==> config.mk <==
export PLATFORM = sky130hd
export DESIGN_NAME = dcm_lock_supervisor
export DESIGN_NICKNAME = d
export VERILOG_FILES = /design/src/rtl/dcm_lock_supervisor.sv
export SDC_FILE = /design/constraint.sdc
export NUM_CORES = 1
export LEC_CHECK = 0
export ABC_AREA = 1
export ABC_CLOCK_PERIOD_IN_PS = 2400
export CAP_MARGIN = 15
export CORE_UTILIZATION = 45
export DETAILED_ROUTE_END_ITERATION = 10
export PLACE_DENSITY = 0.64
export SYNTH_ARGS = -nofsm -noshare
export SYNTH_HDL_FRONTEND = slang
export SYNTH_SLANG_ARGS = --single-unit
export TNS_END_PERCENT = 1
==> constraint.sdc <==
create_clock -name wb_clk_master_in -period 2.4 [get_ports wb_clk_master_in]
set_clock_uncertainty 0.1 [all_clocks]
set_input_delay 0.48 -clock wb_clk_master_in [delete_from_list [all_inputs] [get_ports wb_clk_master_in]]
set_output_delay 0.48 -clock wb_clk_master_in [all_outputs]
set_load 0.005 [all_outputs]
==> src/rtl/dcm_lock_supervisor.sv <==
// Supervises a DCM: pulses its reset, waits for a filtered lock, then watches
// LOCKED and a monitored-clock toggle; retries a bounded number of times before faulting.
`timescale 1ns/1ps
module dcm_lock_supervisor #(
  parameter int RST_PULSE_CYCLES = 128,
  parameter int LOCK_TIMEOUT     = 4096,
  parameter int LOCK_FILTER      = 16,
  parameter int TOGGLE_TIMEOUT   = 64,
  parameter int MAX_RETRIES      = 8
) (
  input  logic       wb_clk_master_in,
  input  logic       RESET,
  input  logic       LOCKED,
  input  logic       CLK_MON,
  output logic       DCM_RST,
  output logic       READY,
  output logic       FAULT,
  output logic [3:0] RETRY_CNT
);

  localparam int RW = $clog2(RST_PULSE_CYCLES + 1);
  localparam int TW = $clog2(LOCK_TIMEOUT + 1);
  localparam int FW = $clog2(LOCK_FILTER + 1);
  localparam int GW = $clog2(TOGGLE_TIMEOUT + 1);

  localparam logic [RW-1:0] RST_LAST     = RW'(RST_PULSE_CYCLES - 1);
  localparam logic [TW-1:0] TIMER_LAST   = TW'(LOCK_TIMEOUT - 1);
  localparam logic [FW-1:0] FILTER_DONE  = FW'(LOCK_FILTER);
  localparam logic [GW-1:0] TOGGLE_LIMIT = GW'(TOGGLE_TIMEOUT);
  localparam logic [3:0]    RETRY_LIMIT  = 4'(MAX_RETRIES);

  typedef enum logic [1:0] {
    S_RST       = 2'd0,
    S_WAIT_LOCK = 2'd1,
    S_RUN       = 2'd2,
    S_FAULT     = 2'd3
  } state_t;

  state_t        state;
  logic          lock_ff1, locked_s;
  logic          mon_ff1, mon_ff2, mon_ff3;
  logic          mon_edge;
  logic [RW-1:0] rst_cnt;
  logic [TW-1:0] timer;
  logic [FW-1:0] filter;
  logic [GW-1:0] toggle_cnt;
  logic [3:0]    retry_next;
  logic          attempt_fail;

  always_ff @(posedge wb_clk_master_in) begin
    if (RESET) begin
      lock_ff1 <= 1'b0;
      locked_s <= 1'b0;
      mon_ff1  <= 1'b0;
      mon_ff2  <= 1'b0;
      mon_ff3  <= 1'b0;
    end else begin
      lock_ff1 <= LOCKED;
      locked_s <= lock_ff1;
      mon_ff1  <= CLK_MON;
      mon_ff2  <= mon_ff1;
      mon_ff3  <= mon_ff2;
    end
  end

  assign mon_edge   = mon_ff2 ^ mon_ff3;
  assign retry_next = (RETRY_CNT == 4'hF) ? RETRY_CNT : RETRY_CNT + 4'd1;

  // A completed filter takes priority over a timeout landing on the same edge.
  always_comb begin
    attempt_fail = 1'b0;
    case (state)
      S_WAIT_LOCK: attempt_fail = (filter != FILTER_DONE) && (timer == TIMER_LAST);
      S_RUN:       attempt_fail = !locked_s || (toggle_cnt == TOGGLE_LIMIT);
      default:     attempt_fail = 1'b0;
    endcase
  end

  always_ff @(posedge wb_clk_master_in) begin
    if (RESET) begin
      state      <= S_RST;
      DCM_RST    <= 1'b1;
      READY      <= 1'b0;
      FAULT      <= 1'b0;
      RETRY_CNT  <= 4'd0;
      rst_cnt    <= '0;
      timer      <= '0;
      filter     <= '0;
      toggle_cnt <= '0;
    end else if (attempt_fail) begin
      RETRY_CNT <= retry_next;
      READY     <= 1'b0;
      if (retry_next >= RETRY_LIMIT) begin
        state   <= S_FAULT;
        DCM_RST <= 1'b0;
        FAULT   <= 1'b1;
      end else begin
        state   <= S_RST;
        DCM_RST <= 1'b1;
        rst_cnt <= '0;
      end
    end else begin
      case (state)
        S_RST: begin
          if (rst_cnt == RST_LAST) begin
            state   <= S_WAIT_LOCK;
            DCM_RST <= 1'b0;
            timer   <= '0;
            filter  <= '0;
          end else begin
            rst_cnt <= rst_cnt + RW'(1);
          end
        end
        S_WAIT_LOCK: begin
          if (filter == FILTER_DONE) begin
            state      <= S_RUN;
            READY      <= 1'b1;
            toggle_cnt <= '0;
          end else begin
            timer  <= timer + TW'(1);
            filter <= locked_s ? filter + FW'(1) : '0;
          end
        end
        S_RUN: begin
          toggle_cnt <= mon_edge ? '0 : toggle_cnt + GW'(1);
        end
        S_FAULT: begin
          DCM_RST <= 1'b0;
          READY   <= 1'b0;
          FAULT   <= 1'b1;
        end
      endcase
    end
  end

endmodule

# Word level (Yosys, flattened, before mapping)
# Index checks and enable logic that the tools add are counted.
[totals] reg_bits=47 mem_count=0 wordCells=88 mem_bits_ro=0 latch_bits=0 output_inout_bits=7 ramBits=0 inputBits=4
[classes] n_eq_ne=17 reduce_logical=19 bitwise_logic=2 magnitude_cmp=1 mux=30 div_mod_pow=0 multipliers=0 shifts=0 addsub=5
[ops] cell="two-way mux 8 bit" count=4
[ops] cell="two-way mux 13 bit" count=2
[ops] cell="one-hot mux 13 bit (2 select lines)" count=1
[ops] cell="two-way mux 5 bit" count=3
[ops] cell="two-way mux 7 bit" count=2
[ops] cell="one-hot mux 7 bit (2 select lines)" count=1
[ops] cell="adder 13 x 1 -> 13 bit (second input constant)" count=1
[ops] cell="== test 13 x 12 -> 1 bit (second input constant)" count=1
[ops] cell="!= test 2 bit (second input constant)" count=5
[ops] cell="one-hot mux 5 bit (2 select lines)" count=1
[ops] cell="nonzero test 2 bit" count=5
[ops] cell="AND reduction 3 bit" count=3
[ops] cell="adder 8 x 1 -> 8 bit (second input constant)" count=1
[ops] cell="== test 8 x 7 -> 1 bit (second input constant)" count=1
[ops] cell="two-way mux 2 bit" count=4
[ops] cell="adder 7 x 1 -> 7 bit (second input constant)" count=1
[ops] cell="== test 7 bit (second input constant)" count=1
[ops] cell="two-way mux 1 bit" count=7
[ops] cell="!= test 3 bit (second input constant)" count=2
[ops] cell="one-hot mux 1 bit (2 select lines)" count=3
[ops] cell="AND reduction 2 bit" count=3
[ops] cell="nonzero test 3 bit" count=2
[ops] cell="adder 5 x 1 -> 5 bit (second input constant)" count=1
[ops] cell="== test 5 bit (second input constant)" count=1
[ops] cell="17 further kinds" count=18

# Logic depth before layout (Yosys ltp)
[depth] ltp_word=5 ltp_mapped=15 ltp_nobuf=14

# Worst setup path before layout
# No wires, ideal clock.
[synth_path] path_type="register -> register" from="register filter[0]" to="register timer[10]" setup_slack_ns=0.599 n_path_buf=2 required_ns=2.168 arrival_time_ns=1.569 path_stages_with_launch=15 synth_period_minus_slack_ns=1.801 setup_time_ns=0.132 path_cell_list="dfxtp_1 inv_1 ha_1 nand2_1 inv_1 nand2_1 nand2_1 inv_1 nand3_4 nand2_4 nand2_4 buf_6 buf_4 nand3_1 a21oi_1"
[synth_between] elab_chain_cells=5 elab_cells_between_ends=7 cone_classes="eq/ne: 3; mux: 1; bitwise: 1; reduce/logical: 2"
[synth_lines] item="from (decl)" line="45" source="logic [FW-1:0] filter;"
[synth_lines] item="from (signal assigned)" line="121" source="filter <= locked_s ? filter + FW'(1) : '0;"
[synth_lines] item="!= test 5 bit" line="73" source="S_WAIT_LOCK: attempt_fail = (filter != FILTER_DONE) && (timer == TIMER_LAST);"
[synth_lines] item="logical AND 1 bit" line="73"
[synth_lines] item="one-hot mux 1 bit (2 select lines)" line="72" source="case (state)"
[synth_lines] item="NOT 1 bit (no source line)"
[synth_lines] item="AND reduction 4 bit (no source line) *"
[synth_lines] item="to (signal assigned)" line="120" source="timer <= timer + TW'(1);"
[synth_lines] item="to (decl)" line="44" source="logic [TW-1:0] timer;"
# Mark *: on every way between the ends. The rest lies on a longest branch, timed or not.
# A chain may end at the register's enable or synchronous reset.

# Worst setup path in the final report
[layout_path] from="register filter[0]" to="register rst_cnt[7]"
[layout_between] elab_chain_cells=5 elab_cells_between_ends=8 cone_classes="eq/ne: 3; mux: 2; reduce/logical: 3"
[layout_lines] item="!= test 5 bit *" line="73"
[layout_lines] item="logical AND 1 bit *" line="73"
[layout_lines] item="one-hot mux 1 bit (2 select lines) *" line="72"
[layout_lines] item="!= test 2 bit (no source line) / nonzero test 2 bit (equally long branches)"
[layout_lines] item="AND reduction 3 bit (no source line)"
[layout_lines] item="to (signal assigned)" line="111" source="rst_cnt <= rst_cnt + RW'(1);"
[layout_lines] item="to (decl)" line="43" source="logic [RW-1:0] rst_cnt;"
# Marked as above.

==> flow_summary.json <==
{
  "cts_tree": "built",
  "drtIter0Drc": 120,
  "core_area_sq_um": 5608,
  "timing.final.ws_setup_ps": 216.9,
  "grt_use_met3": 0.03563,
  "yosys_most_used_dff": "dfxtp_1",
  "p_int_w": 0.001221,
  "nNetsFinal": 404,
  "slew_viol_final": 0,
  "syn_avg_cell_area_sq_um": 7.058,
  "timing.rr.start": "filter[0]",
  "p_sw_w": 0.0004395,
  "dr_total_vias": 2313,
  "fmax_mhz": 458.1,
  "synth_fp_nets": 394,
  "power.share.combinational": 0.142,
  "met1_usage": 0.2527,
  "track_usage": 0.1850,
  "period_share": 0.9096,
  "floorplan.initialDensity": 0.4770,
  "synthesis.area_sq_um": 2675,
  "worst_ep_required_time_ps": 2470,
  "hold_viol": 0,
  "postRouteWirelength_um": 5154,
  "cts_made_buffers": 5,
  "firstDrtPassIters": 4,
  "cts_setup_buffers": 0,
  "crit_type": "reg -> reg",
  "drive_gt1_frac": 0.07949,
  "synth_edf_count": 0,
  "hold_class": "reg -> reg",
  "cts-root-buf": "clkbuf_8",
  "vdd_drop_max_mv": 0.3545,
  "yosysUniqueCellTypes": 33,
  "rsz0062_at_grt": "no",
  "die_x_um": 79.10,
  "p_leak_nw": 1.051,
  "cp-end-kind": "flop",
  "drtAntennaViolNets": 0,
  "htreeDepth": 2,
  "cts_buffer_depth": 2,
  "num_io_pins": 11,
  "drv_cap": 0,
  "power_w": 0.001661,
  "yosys_warnings": 0,
  "cts.sinks": 47,
  "start_kind": "flop",
  "switching_share": 0.2646,
  "clkSlewWorstSetupHoldPaths_ps": 90,
  "crit_fanout": 21,
  "seqPwrFrac": 0.499,
  "grt_remaining_overflow": 0,
  "synthCells": 379,
  "grt_pass1_wl_um": 9246,
  "vias_per_cell": 5.006,
  "io_buffers": 10,
  "post_drt_wl_per_cell_um": 11.16,
  "grt_pass1_vias": 2102,
  "ctsResizeCount": 0,
  "pwr-share-clk": 0.359,
  "synthToLayoutAreaGrowth_pct": 9.776,
  "antenna_found_initial": 0,
  "pre_cts_slack_ps": 220.0,
  "setup-violations-final": 0,
  "min_period_ps": 2183,
  "cts-hold-fix-buffers": 0,
  "grt_util_met2": 0.2905,
  "status": "completed",
  "crit_arrival_ps": 2260,
  "postSynth.asyncResetShare": 0,
  "hp-start": "mon_ff1",
  "num_antenna_cells": 0,
  "crit_path_start": "filter[0]",
  "gp_congestion": 0.8107,
  "insertion_delay_ps": 290,
  "tightest_slew_ps": 438.6,
  "yosysSeqAreaShare": 0.3517,
  "powerDensity_nw_per_um2": 565.6,
  "dieArea_sq_um": 6257,
  "synth_seq_cells": 47,
  "num_rows": 27,
  "max-slew-margin-rel": 0.7051,
  "dp_hpwl_um": 3767,
  "drc": 0,
  "fin_setup_tns_ps": 0,
  "die_h_um": 79.10,
  "grt_max_degree": 33,
  "busiest_layer": "met2"
}
==> cell type report <==
class | count | area (sq um)
fill | 556 | 2671
multi-input combinational | 274 | 1481
sequential | 47 | 940.9
inverter | 47 | 176.4
timing repair buffer | 14 | 130.1
tap | 72 | 90.09
clock buffer | 6 | 82.58
clock inverter | 2 | 35.03
==> per-stage QoR <==
step	std cells	hold slack [ps]	instance area, sq um	util
final	462	308.0	2937	0.5237
after global placement	454	289.2	2819	0.5027
after floorplan	379	288.3	2675	-
after CTS	462	311.6	2937	0.5237
after detailed placement	454	298.5	2819	0.5027
after global routing	462	335.3	2937	0.5237
==> per-layer routing <==
| metal | vias up | routed length, um |
|---|---|---|
| met3 | 5 | 190 |
| li1 | 1242 | - |
| met2 | 29 | 2288 |
| met4 | 0 | 57 |
| met5 | - | 0 |
| met1 | 1037 | 2617 |
==> flip-flops by register name, indices dropped and copies added, names as in the netlist <==
register / flops
state: 2
READY: 1
timer: 13
locked_s: 1
DCM_RST: 1
lock_ff1: 1
mon_ff1: 1
RETRY_CNT: 4
mon_ff2: 1
mon_ff3: 1
toggle_cnt: 7
filter: 5
rst_cnt: 8
FAULT: 1
==> cell usage after synthesis, types with 2 or more instances <==
cell type / instances / area share
nor2_4: 2 / 0.0084
ha_1: 11 / 0.051
nand3_2: 2 / 0.0075
nand4_1: 9 / 0.021
xnor2_1: 4 / 0.013
nor4_1: 2 / 0.0047
nor2_1: 52 / 0.073
a21oi_1: 31 / 0.058
o21ai_0: 10 / 0.019
buf_6: 4 / 0.017
nand3_1: 33 / 0.062
clkbuf_1: 5 / 0.0070
nor3_1: 4 / 0.0075
a211oi_1: 4 / 0.011
nor2_2: 2 / 0.0047
xor2_1: 10 / 0.033
nand2_2: 5 / 0.012
nand2_1: 75 / 0.11
nand2_4: 3 / 0.013
o21ai_1: 4 / 0.0075
nor3b_1: 3 / 0.0084
inv_1: 47 / 0.066
dfxtp_1: 47 / 0.35
==> worst paths after layout <==
path	to	slack, ps	cells after the start
setup / recovery	rst_cnt[7]	220	14
hold / removal	mon_ff2	310	2
setup reg to reg	rst_cnt[7]	220	14
hold reg to reg	mon_ff2	310	2
==> cell families after synthesis <==
kind of cell	after synthesis	share of synthesized area
adder cells (fa/ha/maj)	11	0.05145
buffers and inverters	58	0.09448
AO/OA/AOI/OAI	52	0.1066
AND/OR/NAND/NOR	197	0.3499
flip-flops	47	0.3517
XOR/XNOR	14	0.04583
==> power groups by stage <==
stage	clock, W	sequential (W)	combinational [W]
after global routing	0.000655	0.000834	0.000270
after floorplan	0	0.000843	0.000190
after CTS	0.000620	0.000829	0.000238
final	0.000596	0.000829	0.000236
after detailed placement	0	0.000848	0.000236
after global placement	0	0.000847	0.000235
==> cells in the final DEF (no fill, tap or decap), types with 2 or more instances in the layout <==
cell type / count
nand2_2: 5
nand3_2: 2
ha_1: 11
nand2_4: 3
nor2_1: 52
a211oi_1: 4
nor3b_1: 3
buf_4: 4
nor2_2: 2
dfxtp_1: 47
xor2_1: 10
nand3_1: 33
o21ai_1: 4
clkbuf_8: 6
nor3_1: 4
nand4_1: 9
o21ai_0: 10
nor2_4: 2
inv_1: 47
xnor2_1: 4
a21oi_1: 31
nor4_1: 2
nand2_1: 75
clkdlybuf4s50_1: 10
==> critical path, cell delays in order, from the launching register on <==
cell     delay [ps]
dfxtp_1         420
inv_1            70
ha_1            190
nand2_1          60
inv_1            30
nand2_1          80
nand2_1         100
inv_1           160
nand3_4         100
nand2_4          90
nand2_4         170
nand2_2         210
nand2_2         130
nand2_1          90
a21oi_1          50
Power figures use the tool's default switching activity.
